<file path="config.mk">
export PLATFORM = sky130hd
export DESIGN_NAME = axil_cmd_master_flat
export DESIGN_NICKNAME = d
export VERILOG_FILES = /design/src/rtl/axil_pkg.sv /design/src/rtl/axil_cmd_master_if.sv /design/src/rtl/axil_timeout_cnt.sv /design/src/rtl/axil_cmd_master.sv /design/src/flat_wrapper.sv
export SDC_FILE = /design/constraint.sdc
export NUM_CORES = 1
export LEC_CHECK = 0
export ABC_AREA = 1
export CAP_MARGIN = 10
export CORE_ASPECT_RATIO = 0.9
export CORE_UTILIZATION = 31
export DETAILED_ROUTE_END_ITERATION = 6
export PLACE_DENSITY = 0.62
export REMOVE_ABC_BUFFERS = 1
export SETUP_SLACK_MARGIN = 0.3
export SYNTH_ARGS = -nofsm -noshare
export SYNTH_HDL_FRONTEND = slang
export SYNTH_SLANG_ARGS = --single-unit
</file>
<file path="constraint.sdc">
create_clock -name clk -period 5.25 [get_ports clk]
set_input_delay 1.3125 -clock clk [delete_from_list [all_inputs] [get_ports clk]]
set_output_delay 1.3125 -clock clk [all_outputs]
set_load 0.02 [all_outputs]
</file>
<file path="src/rtl/axil_pkg.sv">
// Shared definitions for the AXI-Lite command master and the histogram core register map.
package axil_pkg;

   typedef enum logic [2:0] {
      ST_IDLE,
      ST_WR,
      ST_WR_RESP,
      ST_RD_ADDR,
      ST_RD_DATA,
      ST_RESP
   } state_t;

   localparam logic [1:0] RESP_OKAY   = 2'b00;
   localparam logic [1:0] RESP_SLVERR = 2'b10;

   localparam logic [3:0] ADDR_CTRL   = 4'h0;
   localparam logic [3:0] ADDR_STATUS = 4'h4;
   localparam logic [3:0] ADDR_ERR    = 4'h8;

   localparam logic [1:0] STATUS_IDLE  = 2'd0;
   localparam logic [1:0] STATUS_BUSY  = 2'd1;
   localparam logic [1:0] STATUS_DONE  = 2'd2;
   localparam logic [1:0] STATUS_ERROR = 2'd3;

endpackage

</file>
<file path="src/rtl/axil_cmd_master_if.sv">
// AXI4-Lite bus bundle between the command master and a register slave.
interface axil_cmd_master_if #(
   parameter int ADDR_WIDTH = 4,
   parameter int DATA_WIDTH = 32
);
   logic [ADDR_WIDTH-1:0]   awaddr;
   logic                    awvalid;
   logic                    awready;
   logic [DATA_WIDTH-1:0]   wdata;
   logic [DATA_WIDTH/8-1:0] wstrb;
   logic                    wvalid;
   logic                    wready;
   logic [1:0]              bresp;
   logic                    bvalid;
   logic                    bready;
   logic [ADDR_WIDTH-1:0]   araddr;
   logic                    arvalid;
   logic                    arready;
   logic [DATA_WIDTH-1:0]   rdata;
   logic [1:0]              rresp;
   logic                    rvalid;
   logic                    rready;

   modport master (
      output awaddr, awvalid, wdata, wstrb, wvalid, bready, araddr, arvalid, rready,
      input  awready, wready, bresp, bvalid, arready, rdata, rresp, rvalid
   );

   modport slave (
      input  awaddr, awvalid, wdata, wstrb, wvalid, bready, araddr, arvalid, rready,
      output awready, wready, bresp, bvalid, arready, rdata, rresp, rvalid
   );
endinterface

</file>
<file path="src/rtl/axil_timeout_cnt.sv">
// Per-phase watchdog: down-counter reloaded on clr, expires when it reaches zero
// while enabled, i.e. on the TIMEOUT-th consecutive waiting cycle.
module axil_timeout_cnt #(
   parameter int TIMEOUT = 255,
   parameter int TO_BITS = $clog2(TIMEOUT+1)
) (
   input  logic clk,
   input  logic rst_n,
   input  logic clr,
   input  logic en,
   output logic expired
);
   localparam logic [TO_BITS-1:0] LOAD = TO_BITS'(TIMEOUT-1);

   logic [TO_BITS-1:0] cnt;

   // Reload on clear, otherwise count down while a phase is waiting.
   always_ff @(posedge clk or negedge rst_n) begin
      if (!rst_n) begin
         cnt <= LOAD;
      end else if (clr) begin
         cnt <= LOAD;
      end else if (en && (cnt != '0)) begin
         cnt <= cnt - 1'b1;
      end
   end

   assign expired = en && !clr && (cnt == '0);
endmodule

</file>
<file path="src/rtl/axil_cmd_master.sv">
// Single-outstanding AXI4-Lite initiator driven by a simple command/response port.
//
// state      | meaning
// -----------+-----------------------------------------------------
// ST_IDLE    | cmd_ready high, waiting for a command
// ST_WR      | AW and W offered, each tracked by its own done flag
// ST_WR_RESP | bready high, waiting for B
// ST_RD_ADDR | arvalid high, waiting for AR handshake
// ST_RD_DATA | rready high, waiting for R
// ST_RESP    | rsp_valid held with stable payload until rsp_ready
module axil_cmd_master
   import axil_pkg::*;
#(
   parameter int ADDR_WIDTH = 4,
   parameter int DATA_WIDTH = 32,
   parameter int TIMEOUT    = 255,
   parameter int TO_BITS    = $clog2(TIMEOUT+1)
) (
   input  logic                    clk,
   input  logic                    rst_n,
   input  logic                    cmd_valid,
   output logic                    cmd_ready,
   input  logic                    cmd_write,
   input  logic [ADDR_WIDTH-1:0]   cmd_addr,
   input  logic [DATA_WIDTH-1:0]   cmd_wdata,
   input  logic [DATA_WIDTH/8-1:0] cmd_wstrb,
   output logic                    rsp_valid,
   input  logic                    rsp_ready,
   output logic [DATA_WIDTH-1:0]   rsp_rdata,
   output logic [1:0]              rsp_resp,
   output logic                    rsp_timeout,
   output logic                    busy,
   axil_cmd_master_if.master       axi
);
   state_t state, nxt_state;
   logic aw_done, nxt_aw_done, w_done, nxt_w_done;
   logic nxt_cmd_ready, nxt_busy, nxt_rsp_valid, nxt_rsp_timeout;
   logic [DATA_WIDTH-1:0] nxt_rsp_rdata;
   logic [1:0] nxt_rsp_resp;
   logic [ADDR_WIDTH-1:0] awaddr_q, nxt_awaddr, araddr_q, nxt_araddr;
   logic [DATA_WIDTH-1:0] wdata_q, nxt_wdata;
   logic [DATA_WIDTH/8-1:0] wstrb_q, nxt_wstrb;
   logic awvalid_q, nxt_awvalid, wvalid_q, nxt_wvalid, bready_q, nxt_bready;
   logic arvalid_q, nxt_arvalid, rready_q, nxt_rready;
   logic aw_hs, w_hs, b_hs, ar_hs, r_hs, wd_clr, wd_en, expired;

   assign aw_hs = awvalid_q && axi.awready;
   assign w_hs  = wvalid_q && axi.wready;
   assign b_hs  = bready_q && axi.bvalid;
   assign ar_hs = arvalid_q && axi.arready;
   assign r_hs  = rready_q && axi.rvalid;

   // Any handshake (or sitting in IDLE) restarts the wait budget, so phase entries reload it.
   assign wd_clr = (state == ST_IDLE) || aw_hs || w_hs || b_hs || ar_hs || r_hs;
   assign wd_en  = state inside {ST_WR, ST_WR_RESP, ST_RD_ADDR, ST_RD_DATA};

   axil_timeout_cnt #(.TIMEOUT(TIMEOUT), .TO_BITS(TO_BITS)) u_wd (
      .clk     (clk),
      .rst_n   (rst_n),
      .clr     (wd_clr),
      .en      (wd_en),
      .expired (expired)
   );

   // Next-state and next registered outputs.
   always_comb begin
      nxt_state       = state;
      nxt_aw_done     = aw_done;
      nxt_w_done      = w_done;
      nxt_rsp_valid   = rsp_valid;
      nxt_rsp_rdata   = rsp_rdata;
      nxt_rsp_resp    = rsp_resp;
      nxt_rsp_timeout = rsp_timeout;
      nxt_awaddr      = awaddr_q;
      nxt_wdata       = wdata_q;
      nxt_wstrb       = wstrb_q;
      nxt_araddr      = araddr_q;
      nxt_awvalid     = awvalid_q;
      nxt_wvalid      = wvalid_q;
      nxt_bready      = bready_q;
      nxt_arvalid     = arvalid_q;
      nxt_rready      = rready_q;
      unique case (state)
         ST_IDLE: begin
            if (cmd_valid) begin
               if (cmd_addr[1:0] != 2'b00) begin
                  nxt_state       = ST_RESP;
                  nxt_rsp_valid   = 1'b1;
                  nxt_rsp_rdata   = '0;
                  nxt_rsp_resp    = RESP_SLVERR;
                  nxt_rsp_timeout = 1'b0;
               end else if (cmd_write) begin
                  nxt_state   = ST_WR;
                  nxt_awaddr  = cmd_addr;
                  nxt_wdata   = cmd_wdata;
                  nxt_wstrb   = cmd_wstrb;
                  nxt_awvalid = 1'b1;
                  nxt_wvalid  = 1'b1;
                  nxt_aw_done = 1'b0;
                  nxt_w_done  = 1'b0;
               end else begin
                  nxt_state   = ST_RD_ADDR;
                  nxt_araddr  = cmd_addr;
                  nxt_arvalid = 1'b1;
               end
            end
         end
         ST_WR: begin
            if (aw_hs) begin
               nxt_awvalid = 1'b0;
               nxt_aw_done = 1'b1;
            end
            if (w_hs) begin
               nxt_wvalid = 1'b0;
               nxt_w_done = 1'b1;
            end
            if ((aw_done || aw_hs) && (w_done || w_hs)) begin
               nxt_state  = ST_WR_RESP;
               nxt_bready = 1'b1;
            end
         end
         ST_WR_RESP: begin
            if (b_hs) begin
               nxt_state       = ST_RESP;
               nxt_bready      = 1'b0;
               nxt_rsp_valid   = 1'b1;
               nxt_rsp_rdata   = '0;
               nxt_rsp_resp    = axi.bresp;
               nxt_rsp_timeout = 1'b0;
            end
         end
         ST_RD_ADDR: begin
            if (ar_hs) begin
               nxt_state   = ST_RD_DATA;
               nxt_arvalid = 1'b0;
               nxt_rready  = 1'b1;
            end
         end
         ST_RD_DATA: begin
            if (r_hs) begin
               nxt_state       = ST_RESP;
               nxt_rready      = 1'b0;
               nxt_rsp_valid   = 1'b1;
               nxt_rsp_rdata   = axi.rdata;
               nxt_rsp_resp    = axi.rresp;
               nxt_rsp_timeout = 1'b0;
            end
         end
         ST_RESP: begin
            if (rsp_ready) begin
               nxt_state       = ST_IDLE;
               nxt_rsp_valid   = 1'b0;
               nxt_rsp_rdata   = '0;
               nxt_rsp_resp    = RESP_OKAY;
               nxt_rsp_timeout = 1'b0;
            end
         end
         default: nxt_state = ST_IDLE;
      endcase
      // Watchdog abort: never coincides with a handshake, so it can override the case above.
      if (expired) begin
         nxt_state       = ST_RESP;
         nxt_awvalid     = 1'b0;
         nxt_wvalid      = 1'b0;
         nxt_bready      = 1'b0;
         nxt_arvalid     = 1'b0;
         nxt_rready      = 1'b0;
         nxt_rsp_valid   = 1'b1;
         nxt_rsp_rdata   = '0;
         nxt_rsp_resp    = RESP_SLVERR;
         nxt_rsp_timeout = 1'b1;
      end
      nxt_cmd_ready = (nxt_state == ST_IDLE);
      nxt_busy      = (nxt_state != ST_IDLE);
   end

   // State and registered outputs; reset drops every valid at once.
   always_ff @(posedge clk or negedge rst_n) begin
      if (!rst_n) begin
         state       <= ST_IDLE;
         aw_done     <= 1'b0;
         w_done      <= 1'b0;
         cmd_ready   <= 1'b1;
         busy        <= 1'b0;
         rsp_valid   <= 1'b0;
         rsp_rdata   <= '0;
         rsp_resp    <= RESP_OKAY;
         rsp_timeout <= 1'b0;
         awaddr_q    <= '0;
         wdata_q     <= '0;
         wstrb_q     <= '0;
         araddr_q    <= '0;
         awvalid_q   <= 1'b0;
         wvalid_q    <= 1'b0;
         bready_q    <= 1'b0;
         arvalid_q   <= 1'b0;
         rready_q    <= 1'b0;
      end else begin
         state       <= nxt_state;
         aw_done     <= nxt_aw_done;
         w_done      <= nxt_w_done;
         cmd_ready   <= nxt_cmd_ready;
         busy        <= nxt_busy;
         rsp_valid   <= nxt_rsp_valid;
         rsp_rdata   <= nxt_rsp_rdata;
         rsp_resp    <= nxt_rsp_resp;
         rsp_timeout <= nxt_rsp_timeout;
         awaddr_q    <= nxt_awaddr;
         wdata_q     <= nxt_wdata;
         wstrb_q     <= nxt_wstrb;
         araddr_q    <= nxt_araddr;
         awvalid_q   <= nxt_awvalid;
         wvalid_q    <= nxt_wvalid;
         bready_q    <= nxt_bready;
         arvalid_q   <= nxt_arvalid;
         rready_q    <= nxt_rready;
      end
   end

   assign axi.awaddr  = awaddr_q;
   assign axi.awvalid = awvalid_q;
   assign axi.wdata   = wdata_q;
   assign axi.wstrb   = wstrb_q;
   assign axi.wvalid  = wvalid_q;
   assign axi.bready  = bready_q;
   assign axi.araddr  = araddr_q;
   assign axi.arvalid = arvalid_q;
   assign axi.rready  = rready_q;
endmodule
</file>
<file path="src/flat_wrapper.sv">
// flat-port wrapper written by rule: the top's interface ports become plain ports
module axil_cmd_master_flat import axil_pkg::*;
#(
   parameter int ADDR_WIDTH = 4,
   parameter int DATA_WIDTH = 32,
   parameter int TIMEOUT    = 255,
   parameter int TO_BITS    = $clog2(TIMEOUT+1)
)
  (clk, rst_n, cmd_valid, cmd_ready, cmd_write, cmd_addr, cmd_wdata, cmd_wstrb, rsp_valid, rsp_ready, rsp_rdata, rsp_resp, rsp_timeout, busy, axi_awaddr, axi_awvalid, axi_wdata, axi_wstrb, axi_wvalid, axi_bready, axi_araddr, axi_arvalid, axi_rready, axi_awready, axi_wready, axi_bresp, axi_bvalid, axi_arready, axi_rdata, axi_rresp, axi_rvalid);
  axil_cmd_master_if #(.ADDR_WIDTH(ADDR_WIDTH), .DATA_WIDTH(DATA_WIDTH)) axi_i ();
  input  logic clk;
  input  logic rst_n;
  input  logic cmd_valid;
  output logic cmd_ready;
  input  logic cmd_write;
  input  logic [ADDR_WIDTH-1:0] cmd_addr;
  input  logic [DATA_WIDTH-1:0] cmd_wdata;
  input  logic [DATA_WIDTH/8-1:0] cmd_wstrb;
  output logic rsp_valid;
  input  logic rsp_ready;
  output logic [DATA_WIDTH-1:0] rsp_rdata;
  output logic [1:0] rsp_resp;
  output logic rsp_timeout;
  output logic busy;
  output wire logic [$bits(axi_i.awaddr)-1:0] axi_awaddr;
  output wire logic [$bits(axi_i.awvalid)-1:0] axi_awvalid;
  output wire logic [$bits(axi_i.wdata)-1:0] axi_wdata;
  output wire logic [$bits(axi_i.wstrb)-1:0] axi_wstrb;
  output wire logic [$bits(axi_i.wvalid)-1:0] axi_wvalid;
  output wire logic [$bits(axi_i.bready)-1:0] axi_bready;
  output wire logic [$bits(axi_i.araddr)-1:0] axi_araddr;
  output wire logic [$bits(axi_i.arvalid)-1:0] axi_arvalid;
  output wire logic [$bits(axi_i.rready)-1:0] axi_rready;
  input wire logic [$bits(axi_i.awready)-1:0] axi_awready;
  input wire logic [$bits(axi_i.wready)-1:0] axi_wready;
  input wire logic [$bits(axi_i.bresp)-1:0] axi_bresp;
  input wire logic [$bits(axi_i.bvalid)-1:0] axi_bvalid;
  input wire logic [$bits(axi_i.arready)-1:0] axi_arready;
  input wire logic [$bits(axi_i.rdata)-1:0] axi_rdata;
  input wire logic [$bits(axi_i.rresp)-1:0] axi_rresp;
  input wire logic [$bits(axi_i.rvalid)-1:0] axi_rvalid;
  assign axi_awaddr = axi_i.awaddr;
  assign axi_awvalid = axi_i.awvalid;
  assign axi_wdata = axi_i.wdata;
  assign axi_wstrb = axi_i.wstrb;
  assign axi_wvalid = axi_i.wvalid;
  assign axi_bready = axi_i.bready;
  assign axi_araddr = axi_i.araddr;
  assign axi_arvalid = axi_i.arvalid;
  assign axi_rready = axi_i.rready;
  assign axi_i.awready = axi_awready;
  assign axi_i.wready = axi_wready;
  assign axi_i.bresp = axi_bresp;
  assign axi_i.bvalid = axi_bvalid;
  assign axi_i.arready = axi_arready;
  assign axi_i.rdata = axi_rdata;
  assign axi_i.rresp = axi_rresp;
  assign axi_i.rvalid = axi_rvalid;
  axil_cmd_master #(.ADDR_WIDTH(ADDR_WIDTH), .DATA_WIDTH(DATA_WIDTH), .TIMEOUT(TIMEOUT), .TO_BITS(TO_BITS)) u_core (.clk(clk), .rst_n(rst_n), .cmd_valid(cmd_valid), .cmd_ready(cmd_ready), .cmd_write(cmd_write), .cmd_addr(cmd_addr), .cmd_wdata(cmd_wdata), .cmd_wstrb(cmd_wstrb), .rsp_valid(rsp_valid), .rsp_ready(rsp_ready), .rsp_rdata(rsp_rdata), .rsp_resp(rsp_resp), .rsp_timeout(rsp_timeout), .busy(busy), .axi(axi_i));
endmodule
</file>
==> results by group <==
Outcome
  • Status: finished clean

Global route
  • Largest net degree at the start of global routing: 71
  • Initial antenna violation count: 0
  • First-pass GRT wire length: 21120 um
  • Total Routing Usage GR: 16.74%
  • Global route total overflow: 0
  • Number of global-route vias before repair: around 4.3k

STA
  • Worst-margin pin slew: about 1.1 ns
  • Clock Skews: 0.007263 ns
  • Unrepaired setup endpoints after global routing: no
  • Final setup fails: 0
  • Slew margin rel.: 25.58%
  • Setup TNS: 0 ns
  • Hold Fails Final Rpt: 0
  • Setup slack after layout: approximately 1.9 ns
  • Minimum clock period: 3.324 ns
  • Max Fclk: 300.8 MHz
  • Max Slew Vio Count: 0
  • Period utilization: 63.32%

Logic synthesis
  • XOR/XNOR share of the synthesized area: 0.5492%
  • Syn Inst Count: 607
  • Most frequent cells after synthesis: 228 x nand2_1, 92 x dfrtp_1, 69 x nor2_1
  • Syn_area_per_cell: about 8 um^2
  • Post-synthesis mux area share: 0%
  • Post-synth top area cell: dfrtp_1
  • Count leader, synth: nand2_1
  • Synth Area in Adders: 0.2615%
  • Top_reg_cell synth: dfrtp_1
  • Synth Area in Compound Gates: 2.406%
  • Yosys warning count: 0
  • Unique masters post-synth: 30
  • Area share of the largest cell type after synthesis: about half
  • Largest cells by area after synthesis: dfrtp_1 48%, nand2_1 18%, nand3_1 5.5%
  • Fraction of registers with async set/reset: 100.0%
  • Post-Syn Area: 0.004785 mm^2
  • Main combinational cell family by area after synthesis: simple AND/OR/NAND/NOR gates
  • Synthesized flop and latch total: 100
  • Post-synth EDFFs: 0
  • Simple-gate area share of the yosys netlist: 35.59%
  • Register area share after synthesis: 52.51%

Placed design
  • Routability Congestion: 0.8700
  • DP Wirelength: 9081 um
  • Port bufs: 172
  • Place WS: 1.371 ns
  • Cells after DPL: 958

Clock tree
  • Clock Sinks: 100
  • CTS root buffer: clkbuf_16
  • Num CTS Buffers: 9
  • Post_cts resized: 0
  • TritonCTS clock tree: done
  • # H-tree levels: 3
  • Clock edge transition at the registers on the reported setup and hold paths: around 0.07 ns
  • Hold_buf cts: 0
  • Clock Latency Late Sink: between 0.3 and 0.4 ns
  • Setup bufs post-CTS: 0
  • Max Buffers Root-to-Sink: 2

Layout
  • Fill count: 1455
  • Layout net count: 859
  • Antenna cells: 0
  • P&R area growth vs syn: 44.98%
  • Layout cells sized above 1: 9.138%
  • Multi-input gate area in the final layout: 0.001857 mm^2
  • Final cell count without fillers: 975
  • Register Area: 0.002512 mm^2

Floorplan
  • Die ar.: ~0.016 mm^2
  • CORE AREA: 0.01487 mm^2
  • Row cnt: 42
  • Initial core utilization: roughly a third
  • Chip Width: 133.0 um
  • I/O pin count: around 170
  • Chip Height: 119.9 um

Job
  • Max cap viols: 0

Detailed routing
  • Vias per Instance: around 4.4
  • Drt initial violations: around 180
  • DR pass1 iterations: 4
  • Final WL: 12770 um
  • Routed length per instance: 13.09 um
  • Final ANT Viol Nets: 0
  • Drt drc: 0
  • Vias: 4271

Worst setup path
  • Critical Path Start Type: input pin
  • Req. time, crit path: 5.49 ns
  • Crit Path Class: in -> reg
  • Largest stage delay on the critical path: ~0.86 ns
  • R2R setup slack: roughly 2.7 ns
  • Arrival time worst endpoint: 3.56 ns
  • Top delay family on crit path: simple AND/OR/NAND/NOR gates
  • Cell mode on critical path: nand2_1
  • CP Max Fanout: 32
  • Slowest-stage cell, CP: nand2_1
  • Worst-path cell chain: clkdlybuf4s50_1, nand2_1, nand3_1, inv_1, nand3_2, nand2_1, nor2_1, nand3_1, nand2_1
  • Crit. End Element: register
  • Crit path buf inv count: 2

Hold path
  • Path type of the worst min-delay path: reg -> reg

Power and ir drop
  • Cell Pwr Density: 602.1 mW/mm^2
  • Maximum VDD drop: 0.0002927 V
  • Pleak: approximately 3.5 nW
[logic make-up (layout without fill, tap and decap cells)]
| family | Yosys count | count (layout) |
|---|---|---|
| DFF | 100 | 100 |
| xor gates and xnor gates | 3 | 3 |
| and+or+nand+nor | 387 | 387 |
| adders and majority gates | 1 | 1 |
| buffers and inverters | 94 | 264 |
| AOI/OAI and AO/OA | 22 | 22 |
[metal layers]
metal	global-route usage, %	vias up	routed length, um
li1	-	2169	-
met1	21.52	1931	5802
met2	26.57	161	5741
met3	5.915	10	1109
met4	4.526	0	111
met5	0	-	0
[placed cells by master (no fill, tap or decap)]
| cell type | n |
|---|---|
| nor2_2 | 3 |
| o211ai_1 | 1 |
| nand3_2 | 3 |
| a21oi_1 | 6 |
| buf_16 | 1 |
| clkbuf_16 | 9 |
| inv_2 | 9 |
| clkinv_4 | 2 |
| nor2_4 | 1 |
| clkinv_2 | 1 |
| dfrtp_1 | 92 |
| nand3_4 | 2 |
| dfstp_2 | 8 |
| nand2_4 | 2 |
| clkinvlp_4 | 1 |
| inv_1 | 64 |
| inv_6 | 2 |
| nand3_1 | 53 |
| o21ai_1 | 3 |
| or2_2 | 1 |
| ha_1 | 1 |
| nor2_8 | 1 |
| inv_8 | 1 |
| nand3b_1 | 1 |
| nand2_1 | 228 |
| xor2_1 | 3 |
| o21a_1 | 1 |
| o21ai_0 | 11 |
| nand2_8 | 2 |
| nor2_1 | 69 |
| nand2_2 | 19 |
| nand4_1 | 2 |
| clkdlybuf4s50_1 | 171 |
| buf_4 | 3 |
[tightest hold or removal path, cell delays in order (launching register included)]
cell,delay [ns]
dfrtp_1,0.35
nand2_1,0.05
nand2_1,0.05
[flip-flops by register name, summed over array words and instances, names as in the netlist]
signal,flops
u_core.rsp_valid,1
u_core.w_done,1
u_core.axi.awvalid,1
u_core.axi.wstrb,4
u_core.u_wd.cnt,8
u_core.axi.araddr,4
u_core.busy,1
u_core.rsp_rdata,32
u_core.axi.rready,1
u_core.axi.awaddr,4
u_core.cmd_ready,1
u_core.axi.wdata,32
u_core.axi.bready,1
u_core.rsp_resp,2
u_core.rsp_timeout,1
u_core.state,3
u_core.axi.wvalid,1
u_core.aw_done,1
u_core.axi.arvalid,1
[where the power goes]
group / total [mW] / switching (mW) / internal [mW]
Clock: 0.646 / 0.317 / 0.329
Combinational: 2.20 / 1.31 / 0.883
Sequential: 1.33 / 0.220 / 1.11
Total: 4.18 / 1.85 / 2.32
[final cells by class]
cell class | instances | area share (%)
flip-flops and latches | 100 | 36.22
multi-input cells | 413 | 26.77
repair buffers | 175 | 25.40
inverters | 73 | 3.950
well taps | 198 | 3.571
clock buffers | 9 | 3.247
clock inverters | 7 | 0.8478
[path summary, 6_finish.rpt]
| path | from | endpoint | cells after the start |
|---|---|---|---|
| worst max-delay path | axi_wready | u_core.rsp_rdata[24] | 9 |
| worst min-delay path | u_core.rsp_resp[1] | u_core.rsp_resp[1] | 2 |
| worst max register to register | u_core.u_wd.cnt[0] | u_core.rsp_rdata[24] | 11 |
| worst min register to register | u_core.rsp_resp[1] | u_core.rsp_resp[1] | 2 |
| max in group asynchronous | rst_n | u_core.u_wd.cnt[4] | 2 |
| min in group asynchronous | rst_n | u_core.rsp_rdata[13] | 1 |
[per-stage QoR]
| stage | instance area [um^2] | util [%] | hold slack (ns) | power, mW |
|---|---|---|---|---|
| floorplan | 4643 | - | 0.4595 | 2.588 |
| CTS | 6909 | 46.46 | 0.4823 | 4.237 |
| global placement | 6625 | 44.55 | 0.4612 | 3.534 |
| finish | 6937 | 46.64 | 0.4763 | 4.176 |
| global route | 6937 | 46.64 | 0.4981 | 4.494 |
| detailed placement | 6625 | 44.55 | 0.4630 | 3.557 |
Note: power is estimated with default switching activity, not from simulation.
